<file path="src/rtl/alu_pkg.sv">
// Shared ALU types: operation encoding and sequencer state, defined once for
// both the narrow datapath and the multi-slice sequencer.
package alu_pkg;

    typedef enum logic [1:0] {
        ADD = 2'b00,
        AND = 2'b01,
        OR  = 2'b10,
        XOR = 2'b11
    } operation;

    typedef enum logic [1:0] {
        IDLE = 2'b00,
        RUN  = 2'b01,
        DONE = 2'b10
    } seq_state_t;

endpackage

</file>
<file path="src/rtl/alu_seq_ctrl_if.sv">
// Requester-side bundle of the ALU sequencer: start/done handshake, operands,
// wide result and flags.
interface alu_seq_ctrl_if #(
    parameter int W = 8,
    parameter int N = 4
) ();
    import alu_pkg::*;

    logic             start;
    operation         op;
    logic             cin;
    logic [N*W-1:0]   a;
    logic [N*W-1:0]   b;
    logic             ready;
    logic             busy;
    logic             done;
    logic [N*W-1:0]   res;
    logic             cout;
    logic             n;
    logic             z;
    logic             v;

    modport master (
        output start, op, cin, a, b,
        input  ready, busy, done, res, cout, n, z, v
    );

    modport slave (
        input  start, op, cin, a, b,
        output ready, busy, done, res, cout, n, z, v
    );

endinterface

</file>
<file path="src/rtl/alu_param.sv">
// W-bit ADD/AND/OR/XOR datapath with carry, negative, zero and overflow flags.
// Latency: purely combinational.
// Backpressure: none; the result follows the inputs.
module alu_param
    import alu_pkg::*;
#(
    parameter int W = 8
) (
    input  logic [W-1:0] a,
    input  logic [W-1:0] b,
    input  operation     op,
    input  logic         cin,
    output logic [W-1:0] res,
    output logic         cout,
    output logic         n,
    output logic         z,
    output logic         v
);

    logic [W:0] sum;

    always_comb begin
        sum  = {1'b0, a} + {1'b0, b} + {{W{1'b0}}, cin};
        res  = '0;
        cout = 1'b0;
        v    = 1'b0;
        case (op)
            ADD: begin
                res  = sum[W-1:0];
                cout = sum[W];
                // Signed overflow: like-signed operands, result sign flipped.
                v    = (a[W-1] == b[W-1]) && (sum[W-1] != a[W-1]);
            end
            AND:     res = a & b;
            OR:      res = a | b;
            default: res = a ^ b;
        endcase
        n = res[W-1];
        z = (res == '0);
    end

endmodule

</file>
<file path="src/rtl/alu_seq_ctrl.sv">
// Multi-precision ALU: one N*W-bit op stepped LSB-first over a W-bit alu_param.
// Latency: accept at T, results and done at T+N, next accept at T+N+2.
// Backpressure: start is honoured only while ready; it is never queued.
module alu_seq_ctrl
    import alu_pkg::*;
#(
    parameter int W = 8,
    parameter int N = 4
) (
    input  logic           clk,
    input  logic           rst,
    alu_seq_ctrl_if.slave  bus
);

    localparam int IW = (N > 1) ? $clog2(N) : 1;
    localparam int DW = N * W;

    seq_state_t     state, state_nxt;
    logic [IW-1:0]  idx;
    logic [DW-1:0]  a_q, b_q, work_q, work_nxt, res_q;
    operation       op_q;
    logic           carry_q, zacc_q;
    logic           cout_q, n_q, z_q, v_q;

    logic [W-1:0]   a_sl, b_sl, alu_res;
    logic           alu_cout, alu_n, alu_z, alu_v;
    logic           last, is_add;

    assign is_add = (op_q == ADD);
    assign last   = (idx == IW'(N - 1));

    // Operand slice select and working-result merge for the current index.
    always_comb begin
        a_sl     = '0;
        b_sl     = '0;
        work_nxt = work_q;
        for (int k = 0; k < N; k++) begin
            if (idx == IW'(k)) begin
                a_sl                 = a_q[k*W +: W];
                b_sl                 = b_q[k*W +: W];
                work_nxt[k*W +: W]   = alu_res;
            end
        end
    end

    alu_param #(.W(W)) u_alu (
        .a    (a_sl),
        .b    (b_sl),
        .op   (op_q),
        .cin  (carry_q),
        .res  (alu_res),
        .cout (alu_cout),
        .n    (alu_n),
        .z    (alu_z),
        .v    (alu_v)
    );

    always_ff @(posedge clk) begin
        if (rst) state <= IDLE;
        else     state <= state_nxt;
    end

    always_comb begin
        state_nxt = state;
        case (state)
            IDLE:    if (bus.start) state_nxt = RUN;
            RUN:     if (last)      state_nxt = DONE;
            DONE:    state_nxt = IDLE;
            default: state_nxt = IDLE;
        endcase
    end

    always_ff @(posedge clk) begin
        if (rst) begin
            a_q     <= '0;
            b_q     <= '0;
            op_q    <= ADD;
            carry_q <= 1'b0;
            zacc_q  <= 1'b0;
            idx     <= '0;
            work_q  <= '0;
            res_q   <= '0;
            cout_q  <= 1'b0;
            n_q     <= 1'b0;
            z_q     <= 1'b0;
            v_q     <= 1'b0;
        end else begin
            case (state)
                IDLE: if (bus.start) begin
                    a_q     <= bus.a;
                    b_q     <= bus.b;
                    op_q    <= bus.op;
                    carry_q <= (bus.op == ADD) & bus.cin;
                    zacc_q  <= 1'b1;
                    idx     <= '0;
                    work_q  <= '0;
                end
                RUN: begin
                    work_q  <= work_nxt;
                    carry_q <= is_add & alu_cout;
                    zacc_q  <= zacc_q & alu_z;
                    idx     <= last ? '0 : idx + IW'(1);
                    // Published outputs change only here, all at once.
                    if (last) begin
                        res_q  <= work_nxt;
                        n_q    <= alu_n;
                        v_q    <= is_add & alu_v;
                        cout_q <= is_add & alu_cout;
                        z_q    <= zacc_q & alu_z;
                    end
                end
                default: ;
            endcase
        end
    end

    assign bus.ready = (state == IDLE);
    assign bus.busy  = (state == RUN) || (state == DONE);
    assign bus.done  = (state == DONE);
    assign bus.res   = res_q;
    assign bus.cout  = cout_q;
    assign bus.n     = n_q;
    assign bus.z     = z_q;
    assign bus.v     = v_q;

endmodule

</file>
<file path="src/flat_wrapper.sv">
// flat-port wrapper written by rule: the top's interface ports become plain ports
module alu_seq_ctrl_flat import alu_pkg::*;
#(
    parameter int W = 8,
    parameter int N = 4
)
  (clk, rst, bus_start, bus_op, bus_cin, bus_a, bus_b, bus_ready, bus_busy, bus_done, bus_res, bus_cout, bus_n, bus_z, bus_v);
  alu_seq_ctrl_if #(.W(W), .N(N)) bus_i ();
  input  logic clk;
  input  logic rst;
  input wire logic [$bits(bus_i.start)-1:0] bus_start;
  input wire logic [$bits(bus_i.op)-1:0] bus_op;
  input wire logic [$bits(bus_i.cin)-1:0] bus_cin;
  input wire logic [$bits(bus_i.a)-1:0] bus_a;
  input wire logic [$bits(bus_i.b)-1:0] bus_b;
  output wire logic [$bits(bus_i.ready)-1:0] bus_ready;
  output wire logic [$bits(bus_i.busy)-1:0] bus_busy;
  output wire logic [$bits(bus_i.done)-1:0] bus_done;
  output wire logic [$bits(bus_i.res)-1:0] bus_res;
  output wire logic [$bits(bus_i.cout)-1:0] bus_cout;
  output wire logic [$bits(bus_i.n)-1:0] bus_n;
  output wire logic [$bits(bus_i.z)-1:0] bus_z;
  output wire logic [$bits(bus_i.v)-1:0] bus_v;
  assign bus_i.start = bus_start;
  assign bus_i.op = bus_op;
  assign bus_i.cin = bus_cin;
  assign bus_i.a = bus_a;
  assign bus_i.b = bus_b;
  assign bus_ready = bus_i.ready;
  assign bus_busy = bus_i.busy;
  assign bus_done = bus_i.done;
  assign bus_res = bus_i.res;
  assign bus_cout = bus_i.cout;
  assign bus_n = bus_i.n;
  assign bus_z = bus_i.z;
  assign bus_v = bus_i.v;
  alu_seq_ctrl #(.W(W), .N(N)) u_core (.clk(clk), .rst(rst), .bus(bus_i));
endmodule
</file>
<file path="config.mk">
export PLATFORM = sky130hd
export DESIGN_NAME = alu_seq_ctrl_flat
export DESIGN_NICKNAME = d
export VERILOG_FILES = /design/src/rtl/alu_pkg.sv /design/src/rtl/alu_seq_ctrl_if.sv /design/src/rtl/alu_param.sv /design/src/rtl/alu_seq_ctrl.sv /design/src/flat_wrapper.sv
export SDC_FILE = /design/constraint.sdc
export NUM_CORES = 1
export LEC_CHECK = 0
export ABC_AREA = 1
export CORE_ASPECT_RATIO = 0.8
export CORE_MARGIN = 2
export CORE_UTILIZATION = 35
export CTS_CLUSTER_SIZE = 40
export DETAILED_ROUTE_END_ITERATION = 6
export GPL_TIMING_DRIVEN = 0
export HOLD_SLACK_MARGIN = 0.06
export MAX_ROUTING_LAYER = met4
export PLACE_DENSITY = 0.59
export SLEW_MARGIN = 10
export SYNTH_ARGS = -nofsm -noshare
export SYNTH_HDL_FRONTEND = slang
export SYNTH_SLANG_ARGS = --single-unit
</file>
<file path="constraint.sdc">
create_clock -name clk -period 9.8 [get_ports clk]
set_clock_uncertainty 0.1 [all_clocks]
set_input_delay 1.96 -clock clk [delete_from_list [all_inputs] [get_ports clk]]
set_output_delay 1.96 -clock clk [all_outputs]
set_load 0.02 [all_outputs]
</file>
==> results of run 1 <==
## flip-flops by register name (all words and copies together), names as in the netlist
| signal | flops |
|---|---|
| u_core.a_q | 32 |
| u_core.b_q | 32 |
| u_core.bus.res | 32 |
| u_core.work_q | 24 |
| u_core.idx | 2 |
| u_core.op_q | 2 |
| u_core.state | 2 |
| u_core.bus.cout | 1 |
| u_core.bus.n | 1 |
| u_core.bus.v | 1 |
| u_core.bus.z | 1 |
| u_core.carry_q | 1 |
| u_core.zacc_q | 1 |
## cells in the final DEF, fill, tap and decap left out, types with 3 or more instances in the layout
cell type	synthesis	layout
o21a_1	6	6
ha_1	23	23
clkbuf_16	0	17
nand4_1	11	11
clkbuf_8	0	3
nand3_1	47	47
nand3b_1	3	3
inv_1	74	74
or2_2	9	9
nand2_1	131	131
nand3_2	4	4
clkdlybuf4s50_1	0	108
clkbuf_1	42	45
a22oi_1	9	9
a21oi_1	87	87
dfxtp_1	132	132
inv_2	8	8
o21ai_0	108	108
o21ai_2	3	3
o211ai_1	6	6
buf_2	13	13
o21ai_1	6	6
o31ai_1	7	7
nor2_1	165	165
## metal layers
layer / vias up / part of all wire (%)
met5: - / 0
li1: 3233 / -
met3: 16 / 7.6
met1: 2973 / 50
met4: 0 / 1.0
met2: 234 / 42
## final timing paths
kind,start,end,slack (ns)
worst min-delay path,u_core.a_q[20],u_core.a_q[20],0.36
worst max-delay path,u_core.idx[0],u_core.carry_q,5.58
worst max register to register,u_core.idx[0],u_core.carry_q,5.58
worst min register to register,u_core.a_q[20],u_core.a_q[20],0.36
## stage by stage
| step | setup slack (ns) | hold slack (ns) | std cells | total power (W) | utilization [%] |
|---|---|---|---|---|---|
| 2_1_floorplan | 6.574 | 0.3297 | 911 | 0.0007689 | - |
| 3_3_place_gp | 5.683 | 0.3436 | 1249 | 0.0008702 | 43.03 |
| 3_5_place_dp | 5.614 | 0.3499 | 1249 | 0.0008730 | 43.03 |
| 4_1_cts | 5.659 | 0.3568 | 1277 | 0.001488 | 46.11 |
| 5_1_grt | 5.208 | 0.3744 | 1277 | 0.001554 | 46.11 |
| 6_report | 5.577 | 0.3559 | 1277 | 0.001487 | 46.11 |
## kinds of logic after synthesis
family / Yosys count / share of synthesized area [%]
buf+inv: 142 / 8.815
fa+ha+maj: 25 / 5.121
compound gates: 236 / 19.88
simple gates: 376 / 24.90
flops: 132 / 41.28
## tightest hold or removal path: stages, from the launching register on
cell and delay, ns:
dfxtp_1 0.29, inv_1 0.06, a21oi_1 0.06
## cell type report
type / instances / area share [%]
flip-flops and latches: 132 / 31.74
clock inverters: 5 / 0.9318
well taps: 230 / 3.457
plain buffers: 58 / 2.991
inverters: 84 / 3.787
multi-input cells: 637 / 38.37
repair buffers: 108 / 12.98
clock buffers: 23 / 5.741
## power by group
part,switching (W),internal [W],total (W),leakage (nW)
Clock,0.000233,0.000388,0.000621,0.271
Combinational,0.000183,0.000103,0.000286,2.15
Sequential,0.0000157,0.000565,0.000580,1.08
==> impl_metrics.py, run 1 <==
metrics = {
    "worst_setup_path": {
        "worst-path-buf-inv": 5,
        "crit_top_cell": "nand2_1",
        "cp_top_family": "buffers and inverters",
        "arrival_ns": 4.48,
        "end_kind": "flip-flop",
        "cp_slowest_cell": "clkbuf_1",
        "critical_path_class": "reg -> reg",
        "r2r_cells": 21,
        "cp_max_fo": 10,
        "path_cells": "inv_1, ha_1, clkbuf_1, clkbuf_1, a21oi_1, o31ai_1, o21a_1, inv_1, fa_1, inv_1, fa_1, nand2_1, nand2_1, nand3b_1, nand2_1, nand2_1, nand2_1, a21oi_1, nor2_1, nand2_1, a21oi_1",
        "slowest_delay_ns": 0.48,
        "required_ns": 10.06,
        "worstSetupStartpointType": "flip-flop",
        "cp_num_cells": 21,
    },
    "clock_network": {
        "tritoncts": "built",
        "cts_setup_buffers": 0,
        "clk_latency_ns": 0.43,
        "clkSlewWorstSetupHoldPaths_ns": 0.06,
        "htree_levels": 4,
        "cts_buffers": 17,
        "hold_buffers": 0,
        "cts_root_buffer": "clkbuf_16",
        "cts.sinks": 132,
        "cts_buffer_depth": 2,
        "cts_resized": 0,
    },
    "route": {
        "drcViolationCount": 2,
        "drt_iter0_drc": 488,
        "routed_via_density": 5.056,
        "finalWirelength_um": 20410,
        "post_drt_wl_per_cell_um": 15.98,
        "drtAntennaViolNets": 0,
        "via_count": 6456,
        "drt-pass1-iter-count": 7,
    },
    "final_layout": {
        "syn2layout_area_growth_pct": 30.06,
        "drive_gt1_share_pct": 6.590,
        "stdcell_area_um2": 8325,
        "nFillCells": 1888,
        "final_nets": 1133,
        "register_area_um2": 2643,
        "multi_input_area_um2": 3194,
        "diodes": 0,
    },
    "timing": {
        "hold_violations": 0,
        "setup_tns_ns": 0,
        "setup-violations-final": 0,
        "post-route-period-util_pct": 43.09,
        "fmax_ghz": 0.2368,
        "fin_crit_ns": 4.223,
        "worst_pin_slew_ns": 0.8407,
        "max_slew_margin_pct": 43.75,
        "maxSlewViolCount": 0,
        "rsz0062_at_grt": "false",
    },
    "status": {
        "violations": "design-rule violations",
        "status": "finished, violations left",
    },
    "global_route": {
        "met1_usage_pct": 32.00,
        "grtUsageTotal_pct": 22.03,
        "overflow": 0,
        "grt_max_degree": 17,
        "grt_pass1_vias": 5920,
        "top_usage_layer": "met1",
        "grt_pass1_wl_um": 31730,
        "met3_usage_pct": 5.095,
        "grtUsageMet2_pct": 31.06,
        "antenna_found_initial": 0,
    },
    "place": {
        "hpwl_um": 15530,
        "gp_congestion": 0.9249,
        "placed_cell_area_um2": 7770,
        "port-buffer-count": 108,
    },
    "die": {
        "die_h_um": 125.0,
        "coreArea_um2": 18060,
        "dieArea_um2": 19390,
        "die_w_um": 155.2,
        "initial_core_util_pct": 35.45,
        "rows": 44,
        "io_pins": 109,
    },
    "synthesis": {
        "async_reset_ff_share_pct": 0,
        "ys_top_cells_by_count": "165 x nor2_1, 132 x dfxtp_1, 131 x nand2_1, 108 x o21ai_0, 87 x a21oi_1",
        "yosysTopAreaCell": "dfxtp_1",
        "ys.flop_type": "dfxtp_1",
        "synth_area_leaders": "dfxtp_1 41%, nor2_1 9.7%, o21ai_0 8.4%",
        "yosys.cell_count.top_type": "nor2_1",
        "synth_edf_count": 0,
        "syn_inst": 911,
        "syn-num-nets": 1006,
        "synth.yosys.seq_area_share_pct": 41.28,
        "postSynthAreaPerCell_um2": 7.026,
        "ys_ff_latch": 132,
        "ys.warnings.count": 0,
        "ys_types": 32,
        "syn_area_um2": 6401,
        "synthDominantCellAreaShare_pct": 41.28,
    },
    "pwr": {
        "vdd_ir_drop_max_mv": 0.1160,
        "p_leak_nw": 3.504,
        "p_per_area_nw_per_um2": 178.6,
    },
    "min_path": {
        "worstHoldPathCells": 2,
        "hold_class": "reg -> reg",
    },
    "job": {
        "cap_violations": 0,
    },
}
No activity file was read; power rests on OpenSTA's default activity.
==> run 2: changes to the inputs <==
PLACE_DENSITY = 0.61   (was 0.59)
clock period = 3.8 ns   (was 9.8 ns; I/O delays follow)
==> impl_metrics.py, run 2 (synthesis gave the netlist of run 1 again) <==
metrics = {
    "timing": {
        "setup-violations-final": 0,
        "max_slew_margin_pct": 47.74,
        "maxSlewViolCount": 0,
        "post-route-period-util_pct": 92.60,
        "hold_slack_ns": 0.3598,
        "fmax_ghz": 0.2842,
        "worst_pin_slew_ns": 0.7810,
        "hold_violations": 0,
        "fin_crit_ns": 3.519,
        "setup_tns_ns": 0,
    },
    "worst_setup_path": {
        "slowest_delay_ns": 0.43,
        "cp_max_fo": 8,
        "critical_path_class": "reg -> reg",
        "end_kind": "flip-flop",
        "path_cells": "inv_1, ha_1, buf_2, inv_4, nor2_1, o31ai_1, o21a_1, inv_1, fa_1, inv_2, fa_1, nand2_1, nand3_2, nor2_4, nand2_1, nor2_1, nand3_1, nor2_1, nand2_1, a21oi_1",
        "cp_slowest_cell": "fa_1",
        "arrival_ns": 3.79,
        "worstSetupStartpointType": "flip-flop",
        "required_ns": 4.07,
    },
    "route": {
        "drtAntennaViolNets": 0,
        "routed_via_density": 5.027,
        "drcViolationCount": 0,
        "finalWirelength_um": 20230,
        "drt-pass1-iter-count": 5,
        "via_count": 6435,
        "drt_iter0_drc": 548,
        "post_drt_wl_per_cell_um": 15.80,
    },
    "final_layout": {
        "layout.cells.most_common_list": "164 x nor2_1, 130 x dfxtp_1, 129 x nand2_1",
        "fin_cells": 1280,
        "nFillCells": 1846,
        "multi_input_area_um2": 3229,
        "register_area_um2": 2645,
        "final_common_cell": "nor2_1",
        "drive_gt1_share_pct": 8.762,
        "syn2layout_area_growth_pct": 32.27,
        "final_nets": 1132,
        "diodes": 0,
        "final_util_pct": 46.89,
    },
    "global_route": {
        "grt_pass1_wl_um": 32330,
        "grtUsageMet2_pct": 31.90,
        "overflow": 0,
        "met1_usage_pct": 31.67,
        "top_usage_layer": "met2",
        "grtUsageTotal_pct": 22.33,
        "met3_usage_pct": 4.298,
        "antenna_found_initial": 0,
        "grt_pass1_vias": 6128,
        "grt_max_degree": 17,
    },
    "pwr": {
        "p_leak_nw": 3.558,
        "power_w": 0.004054,
        "switching_share_pct": 28.40,
        "p_clk_share_pct": 44.9,
        "internal-power_w": 0.002903,
        "p_per_area_nw_per_um2": 478.8,
        "pwr-share-comb_pct": 18.2,
        "vdd_ir_drop_max_mv": 0.3061,
        "power_frac_seq_pct": 37.0,
        "power_switching_w": 0.001151,
    },
    "die": {
        "die_h_um": 125.0,
        "rows": 44,
        "initial_core_util_pct": 35.45,
        "die_w_um": 155.2,
        "coreArea_um2": 18060,
        "io_pins": 109,
        "dieArea_um2": 19390,
    },
    "clock_network": {
        "cts_root_buffer": "clkbuf_16",
        "tritoncts": "built",
        "htree_levels": 4,
        "cts.sinks": 132,
        "cts_buffer_depth": 2,
        "clkSlewWorstSetupHoldPaths_ns": 0.06,
        "cts_setup_buffers": 0,
        "cts_buffers": 17,
        "clk_latency_ns": 0.44,
    },
    "place": {
        "port-buffer-count": 108,
        "dp_cells": 1249,
        "hpwl_um": 15440,
        "gp_congestion": 0.8679,
    },
    "status": {
        "status": "completed",
    },
    "min_path": {
        "hold_class": "reg -> reg",
    },
    "job": {
        "cap_violations": 0,
    },
}
==> run 2: area by class of cell <==
cell class                 instances  area share [%]
timing repair buffer             108           12.77
tap                              230           3.399
clock buffer                      19           5.231
sequential                       132           31.24
multi-input combinational        637           38.14
buffer                            57           3.029
inverter                          84           3.754
clock inverter                    13           2.438
==> run 2: metrics by stage <==
step | instance area [um^2] | worst slack, ns
3_3_place_gp | 7770 | -0.2176
4_1_cts | 8419 | 0.05508
6_report | 8467 | 0.2811
2_1_floorplan | 6401 | 0.5736
3_5_place_dp | 7770 | -0.2677
5_1_grt | 8467 | -0.005216
==> run 2: layer usage <==
metal | up-vias | part of all wire [%]
met2 | 197 | 41
met5 | - | 0
li1 | 3243 | -
met1 | 2961 | 50
met4 | 0 | 2.2
met3 | 34 | 6.3
==> run 2: worst paths after layout <==
path         cells after the start  slack, ns        endpoint      startpoint
min reg2reg                      2       0.36  u_core.b_q[18]  u_core.b_q[18]
min                              2       0.36  u_core.b_q[18]  u_core.b_q[18]
max                             20       0.28    u_core.bus.z   u_core.idx[1]
max reg2reg                     20       0.28    u_core.bus.z   u_core.idx[1]
==> run 2: timing repair <==
item / 4_1_cts / 5_1_grt
gates cloned: 0 / 0
resized for setup: 2 / 25
endpoints found under the setup margin: 32 / 30
hold buffers: 0 / 0
pin swaps: 0 / 0
==> run 2: critical path, delay by kind of cell, from the launching register on <==
kind	cells	cell delay, ns
and+or+nand+nor	9	0.80
adders and majority gates	3	1.02
DFF	1	0.38
buffers and inverters	5	0.58
AOI/OAI and AO/OA	3	0.57
==> run 2: power groups by stage <==
stage	combinational [W]	clock (W)	sequential, W
2_1_floorplan	0.000471	0	0.00151
3_3_place_gp	0.000715	0	0.00153
3_5_place_dp	0.000721	0	0.00153
4_1_cts	0.000723	0.00184	0.00150
5_1_grt	0.000830	0.00189	0.00151
6_report	0.000736	0.00182	0.00150
